**config.mk**
```make
export PLATFORM = sky130hd
export DESIGN_NAME = pb_debouncer
export DESIGN_NICKNAME = d
export VERILOG_FILES = /design/src/rtl/pb_debouncer.sv
export SDC_FILE = /design/constraint.sdc
export NUM_CORES = 1
export LEC_CHECK = 0
export ABC_CLOCK_PERIOD_IN_PS = 1850
export BUFFER_PORTS_ARGS = -buffer_cell sky130_fd_sc_hd__buf_2
export CORE_UTILIZATION = 46
export CTS_CLUSTER_SIZE = 8
export DETAILED_ROUTE_END_ITERATION = 6
export GPL_ROUTABILITY_DRIVEN = 0
export PLACE_DENSITY = 0.75
export SETUP_SLACK_MARGIN = 0.4
export SYNTH_ARGS = -nofsm -noshare
export SYNTH_HDL_FRONTEND = slang
export SYNTH_SLANG_ARGS = --single-unit
```
**constraint.sdc**
```tcl
create_clock -name clk -period 1.85 [get_ports clk]
set_input_delay 0.37 -clock clk [delete_from_list [all_inputs] [get_ports clk]]
set_output_delay 0.37 -clock clk [all_outputs]
set_load 0.02 [all_outputs]
```
**src/rtl/pb_debouncer.sv**
```systemverilog
// Pushbutton synchroniser, saturating-counter debouncer and press/release strobe generator.
// Optional auto-repeat of the press strobe while held: define DEBOUNCE_AUTOREPEAT_EN.
module pb_debouncer #(
   parameter int CNT_W         = 16,
   parameter bit PB_ACTIVE_LOW = 1'b0,
   parameter int RPT_W         = 22
) (
   input  logic             clk,
   input  logic             rst_n,
   input  logic             PB,
   output logic             PB_state,
   output logic             PB_down,
   output logic             PB_up,
   output logic [CNT_W-1:0] PB_cnt
);

   localparam logic LP_PIN_RELEASED = PB_ACTIVE_LOW;

   logic             r_sync1;
   logic             r_sync2;
   logic             r_state;
   logic             r_down;
   logic             r_up;
   logic [CNT_W-1:0] r_cnt;

   logic             w_pb_sync;
   logic             w_pending;
   logic             w_accept;
   logic             w_press;
   logic             w_release;
   logic             w_rpt_strobe;
   logic [CNT_W-1:0] w_cnt_nxt;

   // Counter clears whenever the synchronised level agrees with the accepted state,
   // so one agreeing sample restarts the whole filter interval.
   function automatic logic [CNT_W-1:0] f_cnt_next(input logic             pending,
                                                   input logic [CNT_W-1:0] cnt);
      if (!pending || (&cnt)) begin
         return '0;
      end
      return cnt + CNT_W'(1);
   endfunction

   always_ff @(posedge clk or negedge rst_n) begin
      if (!rst_n) begin
         r_sync1 <= LP_PIN_RELEASED;
         r_sync2 <= LP_PIN_RELEASED;
      end else begin
         r_sync1 <= PB;
         r_sync2 <= r_sync1;
      end
   end

   assign w_pb_sync = PB_ACTIVE_LOW ? ~r_sync2 : r_sync2;
   assign w_pending = (w_pb_sync != r_state);
   assign w_accept  = w_pending & (&r_cnt);
   assign w_press   = w_accept & ~r_state;
   assign w_release = w_accept &  r_state;
   assign w_cnt_nxt = f_cnt_next(w_pending, r_cnt);

`ifdef DEBOUNCE_AUTOREPEAT_EN
   logic [RPT_W-1:0] r_rpt;

   // A release accepted on the wrap edge suppresses the repeat strobe.
   assign w_rpt_strobe = r_state & (&r_rpt) & ~w_accept;

   always_ff @(posedge clk or negedge rst_n) begin
      if (!rst_n) begin
         r_rpt <= '0;
      end else if (!r_state) begin
         r_rpt <= '0;
      end else begin
         r_rpt <= r_rpt + RPT_W'(1);
      end
   end
`else
   assign w_rpt_strobe = 1'b0;
`endif

   always_ff @(posedge clk or negedge rst_n) begin
      if (!rst_n) begin
         r_state <= 1'b0;
         r_cnt   <= '0;
         r_down  <= 1'b0;
         r_up    <= 1'b0;
      end else begin
         r_state <= r_state ^ w_accept;
         r_cnt   <= w_cnt_nxt;
         r_down  <= w_press | w_rpt_strobe;
         r_up    <= w_release;
      end
   end

   assign PB_state = r_state;
   assign PB_down  = r_down;
   assign PB_up    = r_up;
   assign PB_cnt   = r_cnt;

endmodule

```
==> flow_metrics.tcl <==
set metrics [dict create \
    status "finished with violations" \
    violations "negative hold slack" \
    clock_latency_ns 0.31 \
    critical_path_class "reg2reg" \
    rsz0062_at_grt "yes" \
    die_w_um 47.71 \
    initial_core_util_pct 48.98 \
    wl_per_cell_um 14.72 \
    grt_use_total_pct 18.37 \
    cts_root_buffer "clkbuf_4" \
    grt_pass1_wl_mm 2.808 \
    clkSinkCount 21 \
    synth-seq-area-share_pct 54.69 \
    post-place-ws_ns 0.2049 \
    synth_cells 87 \
    min_path_type "in2async" \
    r2r_start "PB_cnt[6]" \
    drtIter0Drc 19 \
    period_share_pct 87.12 \
    h-tree-depth 1 \
    rows 16 \
    intPower_uw 581.7 \
    place.port_buffers 21 \
    required_ns 2.06 \
    combPwrFrac_pct 9.8 \
    synth.avg_cell_area_um2 11.05 \
    synth_top_cell_area_share_pct 54.69 \
    yosys_register_bits 21 \
    grt_max_degree 22 \
    grt_antenna_before_repair 0 \
    stdcell_count 161 \
    finalWorstSetupSlack_ns 0.2382 \
    clockBufferDepth 2 \
    whs_ns -0.01036 \
    endpoint_kind "flip-flop" \
    hold_violations 21 \
    final_util_pct 70.54 \
    worstPathMaxFanout 6 \
    relSlewSlack_pct 68.81 \
    place_hpwl_mm 1.275 \
    period_minus_slack_ns 1.612 \
    place_area_um2 1117 \
    synth_cell_types 24 \
    placedCellCount 134 \
    core_area_um2 1962 \
    cts_tree "yes" \
    synthTopCellsByArea "dfrtp_1 (55%), xnor2_1 (10%), nor2_1 (6.3%)" \
    clk_pin_slew_ns 0.12 \
    final_cell_mix "buf_2 (21), buf_4 (21), nor2_1 (16)" \
    fin_nets 139 \
    drtAntennaViolNets 0 \
    ys_warn_count 0 \
    antenna_cells 0 \
    cp-start-kind "flip-flop" \
    final_max_slew_viol_count 0 \
    die-area_um2 2276 \
    powerDensity_nw_per_um2 563.8 \
    reg2reg_depth 3 \
    total_leakage_power_nw 0.6241 \
    power_switching_uw 198.6 \
    vias 826 \
    dr.pass1.iters 4 \
    tns_ns 0 \
    pwr-share-clk_pct 29.1 \
    drive_above_1_share_pct 55.97 \
    viasPerCell 5.130 \
    design_area_um2 1384 \
    arrival_ns 1.82 \
    ios 22 \
    drcViolationCount 0 \
    synthesis.nets 91 \
    area_growth_pct 44.01 \
    drt-total-wl_mm 2.370 \
    finalSetupViolCount 0 \
    finClkSkew_ns 0.002919 \
    syn_area_um2 960.9 \
    ir_worst_vdd_uv 598.6 \
    worst_pin_slew_ns 0.4679 \
    switching_share_pct 25.45 \
    r2r_setup_slack_ns 0.24 \
    die_height_um 47.71 \
    grt_pass1_vias 655 \
    fmax_mhz 620.4 \
    crit_start "PB_cnt[6]" \
    overflow 0 \
    cts_buffers 3 \
    yosysTopAreaCell "dfrtp_1" \
    maxCapViolCount 0 \
    p_seq_share_pct 61.1 \
]
[area by class of cell]
cell class | count | area [um^2]
fillers | 148 | 578.1
flip-flops and latches | 21 | 541.8
multi-input cells | 62 | 484.2
repair buffers | 44 | 285.3
well taps | 27 | 33.78
clock buffers | 3 | 22.52
inverters | 3 | 11.26
clock inverters | 1 | 5.005
[logic make-up after synthesis]
group	synth area share, %
compound gates	1.302
xor+xnor	12.76
fa+ha+maj	1.302
buf+inv	2.344
flops	54.69
mux	1.562
simple gates	26.04
[layer usage]
metal	routed length [um]	GRT usage (%)	up-vias
met2	1187	30.54	24
met5	0	0	-
met3	90	3.396	7
met1	1051	23.15	402
met4	40	8.333	0
li1	-	-	393
[power by group through the flow]
stage / registers (mW) / logic, mW / clock network [mW]
after global placement: 0.486 / 0.0452 / 0
after global routing: 0.478 / 0.0817 / 0.249
final: 0.477 / 0.0767 / 0.227
after CTS: 0.475 / 0.0580 / 0.221
after floorplan: 0.493 / 0.0199 / 0
after detailed placement: 0.487 / 0.0448 / 0
[critical path, stage by stage, from the launching register on]
cell	delay [ns]
dfrtp_2	0.43
nand3_2	0.15
or4_4	0.61
mux2_4	0.33
[synthesized netlist by cell type, drive strengths merged]
library cell  instances
nor3                  3
or4                   2
mux2                  1
o31ai                 1
xor2                  3
and3                  1
dfrtp                21
ha                    1
nor4                  4
nand4                 4
nand2                 5
inv                   3
xnor2                11
nor3b                 2
buf                   1
a21oi                 1
or2                   2
nand3                 5
nor2                 16
[worst max-delay path by stage]
stage,end,slack (ns),depth (start not counted)
6_report,flip-flop,0.24,3
4_1_cts,flip-flop,0.21,4
2_1_floorplan,flip-flop,0.20,4
3_5_place_dp,flip-flop,0.20,4
3_3_place_gp,flip-flop,0.25,3
5_1_grt,flip-flop,0.21,3
[stage by stage]
stage / hold WS (ns) / total power, mW
CTS: 0.01316 / 0.7546
detailed placement: 0.3347 / 0.5320
finish: -0.01036 / 0.7802
global placement: 0.3334 / 0.5313
global route: 0.0005071 / 0.8088
floorplan: 0.07441 / 0.5128
[registers in the layout (all words and copies together) (netlist names), named ones only]
signal and flops:
PB_cnt 16, PB_down 1, PB_up 1, r_sync1 1, r_sync2 1
[repair_timing]
item,in CTS,in global routing
endpoints found under the setup margin,19,21
setup buffers,8,15
resized for setup,4,9
pin swaps,5,11
hold buffers,0,0
No activity file was read; power rests on OpenSTA's default activity.
